[config.mk]
export PLATFORM = sky130hd
export DESIGN_NAME = clkgen_ctrl
export DESIGN_NICKNAME = d
export VERILOG_FILES = /design/src/rtl/clkgen_ctrl.sv
export SDC_FILE = /design/constraint.sdc
export NUM_CORES = 1
export LEC_CHECK = 0
export ABC_AREA = 1
export CAP_MARGIN = 20
export CORE_ASPECT_RATIO = 1.1
export CORE_MARGIN = 2
export CORE_UTILIZATION = 40
export CTS_BUF_LIST = sky130_fd_sc_hd__clkbuf_8
export CTS_CLUSTER_DIAMETER = 60
export DETAILED_ROUTE_END_ITERATION = 10
export SLEW_MARGIN = 20
export SYNTH_ARGS = -nofsm -noshare
export SYNTH_HDL_FRONTEND = slang
export SYNTH_SLANG_ARGS = --single-unit
[constraint.sdc]
create_clock -name in_clk -period 2.3 [get_ports in_clk]
set_clock_uncertainty 0.05 [all_clocks]
set_input_delay 0.345 -clock in_clk [delete_from_list [all_inputs] [get_ports in_clk]]
set_output_delay 0.345 -clock in_clk [all_outputs]
set_load 0.02 [all_outputs]
[src/rtl/clkgen_ctrl.sv]
// Programmable glitch-free bus clock sequencer: emits N periods or a continuous clock,
// with lead/trail edge strobes and divider updates applied only at period boundaries.
module clkgen_ctrl #(
    parameter int unsigned MAIN_CLK_HZ = 50_000_000,
    parameter int unsigned DIV_WIDTH   = 16,
    parameter int unsigned CNT_WIDTH   = 16,
    parameter int unsigned DIV_DEFAULT = 2499,
    parameter logic        CLK_IDLE    = 1'b0
) (
    input  logic                 in_clk,
    input  logic                 in_rst_n,
    input  logic [DIV_WIDTH-1:0] in_div,
    input  logic                 in_cfg_valid,
    output logic                 out_cfg_ready,
    input  logic                 in_start,
    input  logic [CNT_WIDTH-1:0] in_count,
    input  logic                 in_stop,
    output logic                 out_clk,
    output logic                 out_lead,
    output logic                 out_trail,
    output logic                 out_busy,
    output logic                 out_done
);

    if (MAIN_CLK_HZ < 2) begin : g_bad_main_clk
        $error("clkgen_ctrl: MAIN_CLK_HZ must be at least 2");
    end

    typedef enum logic [1:0] {
        IDLE   = 2'd0,
        ACTIVE = 2'd1,
        REST   = 2'd2
    } state_t;

    state_t               state;
    state_t               state_nxt;
    logic [DIV_WIDTH-1:0] div_reg;
    logic [DIV_WIDTH-1:0] div_next;
    logic [DIV_WIDTH-1:0] ctr;
    logic [CNT_WIDTH-1:0] count_reg;
    logic [CNT_WIDTH-1:0] period_cnt;
    logic [CNT_WIDTH-1:0] period_inc;
    logic                 pending;
    logic                 stop_req;

    logic cfg_xfer;
    logic half_end;
    logic period_end;
    logic burst_end;

    logic clk_d;
    logic lead_d;
    logic trail_d;
    logic done_d;
    logic busy_d;

    assign out_cfg_ready = ~pending;
    assign cfg_xfer      = in_cfg_valid && !pending;
    assign half_end      = (ctr == div_reg);
    assign period_end    = (state == REST) && half_end;
    assign period_inc    = period_cnt + 1'b1;

    // A stop arriving on the boundary cycle itself still ends the burst there.
    assign burst_end = stop_req || in_stop ||
                       ((count_reg != '0) && (period_inc == count_reg));

    // State register and all datapath/output registers
    always_ff @(posedge in_clk) begin
        if (!in_rst_n) begin
            state      <= IDLE;
            ctr        <= '0;
            period_cnt <= '0;
            count_reg  <= '0;
            div_reg    <= DIV_WIDTH'(DIV_DEFAULT);
            div_next   <= DIV_WIDTH'(DIV_DEFAULT);
            pending    <= 1'b0;
            stop_req   <= 1'b0;
            out_clk    <= CLK_IDLE;
            out_lead   <= 1'b0;
            out_trail  <= 1'b0;
            out_done   <= 1'b0;
            out_busy   <= 1'b0;
        end else begin
            state     <= state_nxt;
            out_clk   <= clk_d;
            out_lead  <= lead_d;
            out_trail <= trail_d;
            out_done  <= done_d;
            out_busy  <= busy_d;

            if ((state_nxt == state) && (state != IDLE)) begin
                ctr <= ctr + 1'b1;
            end else begin
                ctr <= '0;
            end

            if ((state == IDLE) && in_start) begin
                count_reg  <= in_count;
                period_cnt <= '0;
            end else if (period_end) begin
                period_cnt <= period_inc;
            end

            // Deferred value lands exactly at the boundary, so no period is ever resized.
            if (period_end && pending) begin
                div_reg <= div_next;
                pending <= 1'b0;
            end
            if (cfg_xfer) begin
                if ((state == IDLE) || period_end) begin
                    div_reg <= in_div;
                end else begin
                    div_next <= in_div;
                    pending  <= 1'b1;
                end
            end

            if (state_nxt == IDLE) begin
                stop_req <= 1'b0;
            end else if (in_stop && (state != IDLE)) begin
                stop_req <= 1'b1;
            end
        end
    end

    always_comb begin
        state_nxt = state;
        case (state)
            IDLE: begin
                if (in_start) begin
                    state_nxt = ACTIVE;
                end
            end
            ACTIVE: begin
                if (half_end) begin
                    state_nxt = REST;
                end
            end
            REST: begin
                if (half_end) begin
                    state_nxt = burst_end ? IDLE : ACTIVE;
                end
            end
            default: state_nxt = IDLE;
        endcase
    end

    // Outputs are decoded from the upcoming state and registered, keeping out_clk glitch-free.
    always_comb begin
        clk_d   = (state_nxt == ACTIVE) ? ~CLK_IDLE : CLK_IDLE;
        lead_d  = (state_nxt == ACTIVE) && (state != ACTIVE);
        trail_d = (state == ACTIVE) && (state_nxt == REST);
        done_d  = (state == REST) && (state_nxt == IDLE);
        busy_d  = (state_nxt != IDLE);
    end

endmodule

==> results.ini, run 1 <==
[setup_path]
slowest_delay_ns = 0.39
cp-end-kind = flip-flop
cp.required_ns = 2.57
crit_arrival_ns = 2.40
cp_slowest_cell = dfxtp_4
criticalPathCategory = flip-flop to flip-flop
startpoint_type = flip-flop
cp_max_fo = 8
cpMostUsedCell = nand2_1
cp_cell_sequence = ha_4 > inv_1 > nand2_1 > nand2_1 > nand2_1 > nand2_1 > nor2_2 > nand3_1 > nor2_2 > nand2_1 > nor2_2 > nand2_1 > nand2_2 > nand2_4 > nand2_8 > nand2_8 > nor2_4

[clock_network]
clk_path_buf_depth = 2
ctsHtreeMaxLevel = 3
clock_sinks = 89
root_buffer = clkbuf_8
cts_tree = yes
clkTransAtPathRegs_ns = 0.09
numCtsBuffers = 9
postCtsHoldBufs = 0
clkLatencyLatePin_ns = 0.38

[pwr]
pwr-share-comb = 0.144
total_power_mw = 3.228
ir_drop_uv = 394.4
pwr-share-clk = 0.337
switching_share = 0.2734
intPower_mw = 2.345
switchingPower_mw = 0.8827
power_density_nw_per_um2 = 587.8
p_seq_frac = 0.519
p_leak_nw = 2.168

[timing]
tightest_slew_ns = 0.3387
rsz0062_at_grt = yes
final-hold-violation-count = 0
slew_viol_final = 0
finalCriticalPeriod_ns = 2.133
finalSetupViolCount = 0
timing.final.crit_share = 0.9275
fmax_ghz = 0.4688
slew_headroom = 0.7739

[global_route]
grt_max_degree = 42
grt_pass1_vias = 3968
grt_usage = 0.1902
antenna_found_initial = 0
grt_pass1_wl_mm = 18.27
grt-ovfl-total = 0

[synth]
ys_warn_count = 0
synth_edf_count = 0
synth_cell_types = 35
synthFlopType = dfxtp_1
synth-seq-cells = 89
synth.most_common_cell = nand2_1
yosysSeqAreaShare = 0.3929
synth_cells = 629
synthTopCellsByCount = 133 x nand2_1, 89 x dfxtp_1, 72 x nor2_1
syn_area_per_cell_sq_um = 7.209
synth_area_leaders = dfxtp_1 39%, nand2_1 11%, nor2_1 6.0%, o21ai_0 5.7%, nand3_1 5.5%
synth-async-reset-ratio = 0
yosys.area.top_type = dfxtp_1
synth_top_area_share = 0.3929
synth.net_count = 668
syn_area_sq_um = 4534

[placed_design]
portBuffers = 42
place.gp.congestion = 0.8347
detailed_place_hpwl_mm = 8.083
place_area_sq_um = 5129

[routing]
drt-total-wl_mm = 11.28
post-route-drc-count = 0
first_iter_violations = 192
wl_per_cell_um = 13.65
dr.pass1.iters = 4
antenna_left = 0
vias = 4116
via_per_inst = 4.983

[layout]
fin_area_sq_um = 5492
fillCellCount = 1099
nNetsFinal = 713
area_delta_synth_final_pct = 21.11
multi_input_area_sq_um = 2540
final_layout_size_suffix_gt1_frac = 0.1517
regArea_sq_um = 1797
insertedDiodeCount = 0

[job]
max-cap-violations = 0

[floorplanning]
dieWidth_um = 105.5
start_util = 0.4118
die_h_um = 115.7
placeableCoreArea_sq_um = 11010
die_area_sq_um = 12200
num_rows = 40
io_pins = 43

[worst_hold_path]
hold_class = flip-flop to flip-flop

[outcome]
status = complete, no violations

power groups by stage:
| stage | Clock (mW) | Combinational (mW) | Sequential (mW) |
|---|---|---|---|
| 3_3_place_gp | 0 | 0.439 | 1.71 |
| 2_1_floorplan | 0 | 0.286 | 1.70 |
| 6_report | 1.09 | 0.466 | 1.67 |
| 5_1_grt | 1.19 | 0.525 | 1.68 |
| 3_5_place_dp | 0 | 0.444 | 1.71 |
| 4_1_cts | 1.13 | 0.451 | 1.68 |
cell usage in the layout, fill, tap and decap left out, types with 2 or more instances in the layout:
cell type / count
o211ai_1: 6
clkinvlp_4: 2
nor3_2: 3
nor3_1: 2
nor3b_2: 2
nor2_1: 65
o21ai_0: 51
a21boi_0: 3
or2_2: 7
nor2_8: 2
inv_2: 5
clkinv_2: 2
nand3_1: 48
clkbuf_8: 10
nor2_2: 13
nor2_4: 15
nand2_4: 3
dfxtp_2: 6
nand2_2: 8
nand3_2: 2
xor2_1: 17
a21oi_1: 35
dfxtp_1: 81
o21ai_1: 2
buf_4: 8
nand2_8: 4
nand2_1: 133
inv_1: 62
xnor2_1: 10
clkdlybuf4s50_1: 42
buf_12: 2
dfxtp_4: 2
nand4_1: 16
final timing paths:
kind,from,end,slack [ns],cells after the start
max reg2reg,period_cnt[0],ctr[9],0.17,17
min reg2reg,div_next[0],div_next[0],0.41,2
min,div_next[0],div_next[0],0.41,2
max,period_cnt[0],ctr[9],0.17,17
critical path: cells and delay by family (launching register included):
kind | cells | cell delay [ns]
AND/OR/NAND/NOR | 15 | 1.38
flip-flops | 1 | 0.39
adder cells (fa/ha/maj) | 1 | 0.20
buffers and inverters | 1 | 0.05
metal layers:
| metal | part of all wire | vias up | track usage |
|---|---|---|---|
| met5 | 0 | - | 0 |
| met1 | 0.41 | 1893 | 0.2100 |
| li1 | - | 2126 | - |
| met3 | 0.038 | 21 | 0.03375 |
| met2 | 0.52 | 76 | 0.3535 |
| met4 | 0.028 | 0 | 0.09298 |
through the flow:
step                      cells  setup slack, ns  TNS, ns  utilization  hold WS [ns]
after floorplan             629           0.3290        0            -        0.3714
after global placement      808         -0.04244  -0.4724       0.4658        0.3888
after detailed placement    808         -0.08888   -1.045       0.4658        0.3873
after CTS                   824         0.006608        0       0.4850        0.4107
after global routing        826         -0.08473   -1.145       0.4988        0.4607
final                       826           0.1669        0       0.4988        0.4056
layout make-up:
type                            instances  share of cell area
Tap cell                              147             0.03349
Sequential cell                        89              0.3272
Clock buffer                           10             0.02506
Multi-Input combinational cell        455              0.4625
Inverter                               67             0.04625
Timing Repair Buffer                   52             0.09478
Clock inverter                          6             0.01071
timing repair:
item	in CTS	in global routing
buffers inserted	0	0
resized for setup	3	33
pin swaps	1	9
gates cloned	0	2
setup endpoints to repair	16	38
logic make-up (layout without fill, tap and decap cells):
logic type	count (synthesis)	count (layout)	share of synthesized area
AO/OA/AOI/OAI	99	99	0.1170
XOR/XNOR	29	29	0.05905
adder cells (fa/ha/maj)	2	2	0.005518
buffers and inverters	87	135	0.07974
flip-flops	89	89	0.3929
AND/OR/NAND/NOR	323	325	0.3458
Power figures use the tool's default switching activity.
==> run 2: changes to the inputs <==
- REMOVE_ABC_BUFFERS: unset -> 1
- SLEW_MARGIN: 20 -> unset
==> results.ini, run 2 (synthesis results as in run 1) <==
[placed_design]
place.gp.congestion = 0.8851  ; was 0.8347
place_ws_ns = -0.1162  ; was -0.08888 ns
portBuffers = 42  ; unchanged
detailed_place_hpwl_mm = 8.321  ; was 8.083 mm

[layout]
area_delta_synth_final_pct = 20.64  ; was 21.11%
insertedDiodeCount = 0  ; unchanged
nNetsFinal = 715  ; was 713
final_layout_size_suffix_gt1_frac = 0.1410  ; was 0.1517
layout_common_cells = 133 x nand2_1, 84 x dfxtp_1, 70 x nor2_1, 61 x inv_1, 52 x o21ai_0  ; was 133 x nand2_1, 81 x dfxtp_1, 65 x nor2_1, 62 x inv_1, 51 x o21ai_0
final_common_cell = nand2_1  ; unchanged

[timing]
final-hold-violation-count = 0  ; unchanged
slew_viol_final = 0  ; unchanged
slew_headroom = 0.7877  ; was 0.7739
finalSetupViolCount = 0  ; unchanged
timing.final.crit_share = 0.9397  ; was 0.9275
tightest_slew_ns = 0.3180  ; was 0.3387 ns
fmax_ghz = 0.4627  ; was 0.4688 GHz
fin_ws_ns = 0.1387  ; was 0.1669 ns
finalCriticalPeriod_ns = 2.161  ; was 2.133 ns

[routing]
via_per_inst = 4.938  ; was 4.983
wl_per_cell_um = 13.61  ; was 13.65 um
drt-total-wl_mm = 11.27  ; was 11.28 mm
vias = 4089  ; was 4116
dr.pass1.iters = 4  ; unchanged
post-route-drc-count = 0  ; unchanged
antenna_left = 0  ; unchanged
first_iter_violations = 139  ; was 192

[global_route]
grt-ovfl-total = 0  ; unchanged
grt_max_degree = 32  ; was 42
antenna_found_initial = 0  ; unchanged
grt_usage = 0.1938  ; was 0.1902
grt_pass1_vias = 4118  ; was 3968
grt_pass1_wl_mm = 18.91  ; was 18.27 mm

[pwr]
ir_drop_uv = 292.8  ; was 394.4 uV
power_density_nw_per_um2 = 613.5  ; was 587.8 nW/um^2
intPower_mw = 2.465  ; was 2.345 mW
p_leak_nw = 2.187  ; was 2.168 nW
switching_share = 0.2654  ; was 0.2734
pwr-share-comb = 0.136  ; was 0.144
total_power_mw = 3.356  ; was 3.228 mW
p_seq_frac = 0.499  ; was 0.519
switchingPower_mw = 0.8908  ; was 0.8827 mW
pwr-share-clk = 0.365  ; was 0.337

[setup_path]
cp.required_ns = 2.56  ; was 2.57 ns
criticalPathCategory = flip-flop to flip-flop  ; unchanged
slowest_delay_ns = 0.39  ; about the same
cpMostUsedCell = nand2_1  ; unchanged
critical-path-top-delay-family = simple AND/OR/NAND/NOR gates  ; unchanged
startpoint_type = flip-flop  ; unchanged
cp_cell_sequence = ha_4 > nand2_4 > nor2_4 > nand2_1 > nand3_1 > nand3_1 > nor2_2 > nand2_1 > nor2_1 > nand2_1 > nand2_2 > nand2_4 > nand2_8 > nand2_8 > nor2_4  ; was ha_4 > inv_1 > nand2_1 > nand2_1 > nand2_1 > nand2_1 > nor2_2 > nand3_1 > nor2_2 > nand2_1 > nor2_2 > nand2_1 > nand2_2 > nand2_4 > nand2_8 > nand2_8 > nor2_4
cp_slowest_cell = dfxtp_4  ; unchanged
cp_max_fo = 8  ; unchanged
critPathBufInv = 0  ; was 1
cp-end-kind = flip-flop  ; unchanged
crit_arrival_ns = 2.42  ; was 2.40 ns

[floorplanning]
io_pins = 43  ; unchanged
placeableCoreArea_sq_um = 11010  ; unchanged
dieWidth_um = 105.5  ; unchanged
start_util = 0.4118  ; unchanged
num_rows = 40  ; unchanged
die_h_um = 115.7  ; unchanged
die_area_sq_um = 12200  ; unchanged

[clock_network]
cts_setup_buffers = 0  ; unchanged
postCtsHoldBufs = 0  ; unchanged
clkTransAtPathRegs_ns = 0.09  ; about the same
root_buffer = clkbuf_8  ; unchanged
ctsHtreeMaxLevel = 3  ; unchanged
clkLatencyLatePin_ns = 0.37  ; was 0.38 ns
clk_path_buf_depth = 2  ; unchanged
clock_sinks = 89  ; unchanged
numCtsBuffers = 9  ; unchanged
cts_tree = yes  ; unchanged

[job]
max-cap-violations = 0  ; unchanged

[outcome]
status = complete, no violations  ; unchanged

[worst_hold_path]
hold_class = flip-flop to flip-flop  ; unchanged

## run 2: cell count changes in the layout (fill, tap and decap cells not counted), moves of 2 or more
| cell | change |
|---|---|
| buf_4 | +3 |
| nor2_1 | +5 |
| dfxtp_2 | -2 |
| nor2_2 | -5 |
| dfxtp_1 | +3 |
## run 2: worst min-delay path, cell delays in order (launching register included)
cell     delay [ns]
dfxtp_1        0.34
nand2_1        0.05
nand3_1        0.05
## run 2: cell type report
| type | count | area (sq um) |
|---|---|---|
| Multi-Input combinational cell | 455 | 2494 |
| Sequential cell | 89 | 1790 |
| Clock inverter | 6 | 90.09 |
| Timing Repair Buffer | 54 | 523.0 |
| Tap cell | 147 | 183.9 |
| Clock buffer | 10 | 137.6 |
| Fill cell | 1119 | 5540 |
| Inverter | 67 | 251.5 |
## run 2: per-layer routing
layer  vias to the layer above  global-route usage  part of all wire
li1                       2120                   -                 -
met1                      1874              0.2322              0.46
met2                        76              0.3445              0.49
met3                        19             0.02756             0.030
met4                         0             0.09123             0.024
met5                         -                   0                 0
## run 2: power by group through the flow
stage                     registers (mW)  logic, mW  clock network [mW]
final                               1.67      0.457                1.22
after global routing                1.69      0.514                1.32
after CTS                           1.68      0.447                1.26
after detailed placement            1.71      0.441                   0
after global placement              1.71      0.437                   0
after floorplan                     1.70      0.260                   0
## run 2: what timing repair did
| item | CTS | global route |
|---|---|---|
| resized for setup | 3 | 17 |
| gates cloned | 0 | 2 |
| endpoints found under the setup margin | 16 | 22 |
| pin swaps | 0 | 4 |
## run 2: worst paths after layout
kind                               endpoint          start  slack [ns]  cells after the start
worst max-delay path                ctr[11]  period_cnt[0]        0.14                     15
worst min-delay path            div_next[6]    div_next[6]        0.42                      2
worst max register to register      ctr[11]  period_cnt[0]        0.14                     15
worst min register to register  div_next[6]    div_next[6]        0.42                      2
## run 2: per-stage QoR
| stage | instances | instance area [sq um] | hold slack (ns) | TNS, ns | utilization |
|---|---|---|---|---|---|
| 3_5_place_dp | 810 | 5131 | 0.4050 | -1.225 | 0.4660 |
| 3_3_place_gp | 810 | 5131 | 0.3831 | -0.08042 | 0.4660 |
| 2_1_floorplan | 609 | 4424 | 0.3714 | -0.05371 | - |
| 4_1_cts | 826 | 5371 | 0.4227 | 0 | 0.4878 |
| 5_1_grt | 828 | 5470 | 0.4472 | -0.004625 | 0.4968 |
| 6_report | 828 | 5470 | 0.4235 | 0 | 0.4968 |
==> run 3: changes to the inputs <==
- CAP_MARGIN: 20 -> 0
- CORE_MARGIN: 2 -> 5
- RECOVER_POWER: unset -> 50
==> results.ini, run 3 (synthesis results as in run 1) <==
[layout]
fillCellCount = 1123  ; was 1119
area_delta_synth_final_pct = 19.87  ; was 20.64%
final_layout_size_suffix_gt1_frac = 0.1372  ; was 0.1410
layout_common_cells = 133 x nand2_1, 83 x dfxtp_1, 71 x nor2_1, 61 x inv_1, 52 x o21ai_0  ; was 133 x nand2_1, 84 x dfxtp_1, 70 x nor2_1, 61 x inv_1, 52 x o21ai_0
final_common_cell = nand2_1  ; unchanged
insertedDiodeCount = 0  ; unchanged
nNetsFinal = 713  ; was 715

[floorplanning]
placeableCoreArea_sq_um = 11010  ; unchanged
die_h_um = 121.7  ; was 115.7 um
start_util = 0.4118  ; unchanged
die_area_sq_um = 13570  ; was 12200 sq um
num_rows = 40  ; unchanged
io_pins = 43  ; unchanged
dieWidth_um = 111.5  ; was 105.5 um

[setup_path]
cp-startpoint = period_cnt[0]  ; unchanged
r2r-end = ctr[15]  ; was ctr[11]
rrSetupSlack_ns = 0.21  ; was 0.14 ns
r2r_cells = 16  ; was 15
cp.depth = 16  ; was 15
cp_slowest_cell = dfxtp_4  ; unchanged
critPathBufInv = 1  ; was 0
startpoint_type = flip-flop  ; unchanged
worstReg2RegStart = period_cnt[0]  ; unchanged
cp-end-kind = flip-flop  ; unchanged
slowest_delay_ns = 0.38  ; was 0.39 ns
cpMostUsedCell = nand2_1  ; unchanged
critical-path-top-delay-family = simple AND/OR/NAND/NOR gates  ; unchanged
cp.required_ns = 2.56  ; about the same
cp_cell_sequence = ha_4 > nand2_4 > nor2_8 > buf_4 > nand4_1 > nand3_1 > nand2_1 > nor2_1 > nand2_1 > nor2_1 > nand2_1 > nand2_2 > nand2_4 > nand2_8 > nand2_8 > nor2_4  ; was ha_4 > nand2_4 > nor2_4 > nand2_1 > nand3_1 > nand3_1 > nor2_2 > nand2_1 > nor2_1 > nand2_1 > nand2_2 > nand2_4 > nand2_8 > nand2_8 > nor2_4
criticalPathCategory = flip-flop to flip-flop  ; unchanged
crit_arrival_ns = 2.34  ; was 2.42 ns
endpoint = ctr[15]  ; was ctr[11]
cp_max_fo = 8  ; unchanged

[timing]
fin_ws_ns = 0.2148  ; was 0.1387 ns
rsz0062_at_grt = no
fmax_ghz = 0.4796  ; was 0.4627 GHz
timing.final.crit_share = 0.9066  ; was 0.9397
tightest_slew_ns = 0.5984  ; was 0.3180 ns
finalCriticalPeriod_ns = 2.085  ; was 2.161 ns
slew_viol_final = 0  ; unchanged
slew_headroom = 0.6011  ; was 0.7877
final-hold-violation-count = 0  ; unchanged
finalSetupViolCount = 0  ; unchanged

[routing]
wl_per_cell_um = 13.71  ; was 13.61 um
drt-total-wl_mm = 11.31  ; was 11.27 mm
via_per_inst = 4.971  ; was 4.938
first_iter_violations = 170  ; was 139
dr.pass1.iters = 4  ; unchanged
antenna_left = 0  ; unchanged
post-route-drc-count = 0  ; unchanged
vias = 4101  ; was 4089

[clock_network]
root_buffer = clkbuf_8  ; unchanged
clk_path_buf_depth = 2  ; unchanged
cts_tree = yes  ; unchanged
clkLatencyLatePin_ns = 0.36  ; was 0.37 ns
numCtsBuffers = 9  ; unchanged
postCtsHoldBufs = 0  ; unchanged
clkTransAtPathRegs_ns = 0.09  ; about the same
ctsHtreeMaxLevel = 3  ; unchanged
clock_sinks = 89  ; unchanged

[pwr]
ir_drop_uv = 273.4  ; was 292.8 uV
power_density_nw_per_um2 = 614.7  ; was 613.5 nW/um^2
p_leak_nw = 2.197  ; was 2.187 nW
total_power_mw = 3.341  ; was 3.356 mW

[global_route]
antenna_found_initial = 0  ; unchanged
grt_pass1_wl_mm = 19.04  ; was 18.91 mm
grt_pass1_vias = 4075  ; was 4118
grt_max_degree = 51  ; was 32
grt_usage = 0.1727  ; was 0.1938
grt-ovfl-total = 0  ; unchanged

[placed_design]
place_ws_ns = -0.06103  ; was -0.1162 ns
detailed_place_hpwl_mm = 8.241  ; was 8.321 mm
portBuffers = 42  ; unchanged
place.gp.congestion = 0.8753  ; was 0.8851

[outcome]
status = complete, no violations  ; unchanged

[job]
max-cap-violations = 0  ; unchanged

[worst_hold_path]
hold_class = flip-flop to flip-flop  ; unchanged

## run 3: cell types whose count changed in the layout (fill, tap and decap cells not counted), moves of 2 or more
cell	before	now
clkinv_2	1	3
nor2_4	15	12
buf_4	11	6
clkdlybuf4s50_1	42	36
clkbuf_2	0	3
dlygate4sd3_1	0	6
## run 3: worst min-delay path, stage by stage, from the launching register on
cell	delay, ns
dfxtp_1	0.33
nand2_1	0.05
nand3_1	0.05
## run 3: repair_timing
item                       CTS  global route
gates resized for setup      2            19
buffers inserted             1             1
pin swaps                    1             2
setup endpoints to repair   16            38
cloned                       0             1
## run 3: cell type report
type                            count  area, sq um  share of cell area
Tap cell                          147        183.9             0.03384
Clock buffer                       10        137.6             0.02532
Multi-Input combinational cell    454         2470              0.4544
Sequential cell                    89         1792              0.3297
Inverter                           67        252.7             0.04650
Clock inverter                      5        78.83             0.01450
Timing Repair Buffer               53        520.5             0.09576
## run 3: per-stage QoR
stage | hold slack (ns) | util | cells | cell area, sq um | setup TNS [ns]
global placement | 0.3810 | 0.4651 | 807 | 5121 | 0
global route | 0.4464 | 0.4936 | 825 | 5435 | 0
finish | 0.4019 | 0.4936 | 825 | 5435 | 0
detailed placement | 0.3852 | 0.4651 | 807 | 5121 | -0.3622
CTS | 0.4070 | 0.4864 | 823 | 5355 | 0
floorplan | 0.3714 | - | 609 | 4424 | -0.05371
## run 3: worst min-delay path by stage
stage | start | endpoint | slack, ns | cells after the start
final | div_next[7] | div_next[7] | 0.40 | 2
after global routing | div_next[1] | div_next[1] | 0.45 | 2
after CTS | div_next[7] | div_next[7] | 0.41 | 2
after detailed placement | div_next[7] | div_next[7] | 0.39 | 2
after global placement | div_next[0] | div_next[0] | 0.38 | 2
after floorplan | div_next[0] | div_next[0] | 0.37 | 2
## run 3: power breakdown
group          switching [mW]  internal, mW
clock                   0.575         0.637
combinational           0.262         0.196
sequential             0.0499          1.62
## run 3: routing by layer
metal | GRT usage | wire length [um] | vias up
li1 | - | - | 2107
met1 | 0.2005 | 4955 | 1873
met2 | 0.3115 | 5526 | 99
met3 | 0.03577 | 531 | 22
met4 | 0.06844 | 293 | 0
met5 | 0 | 0 | -
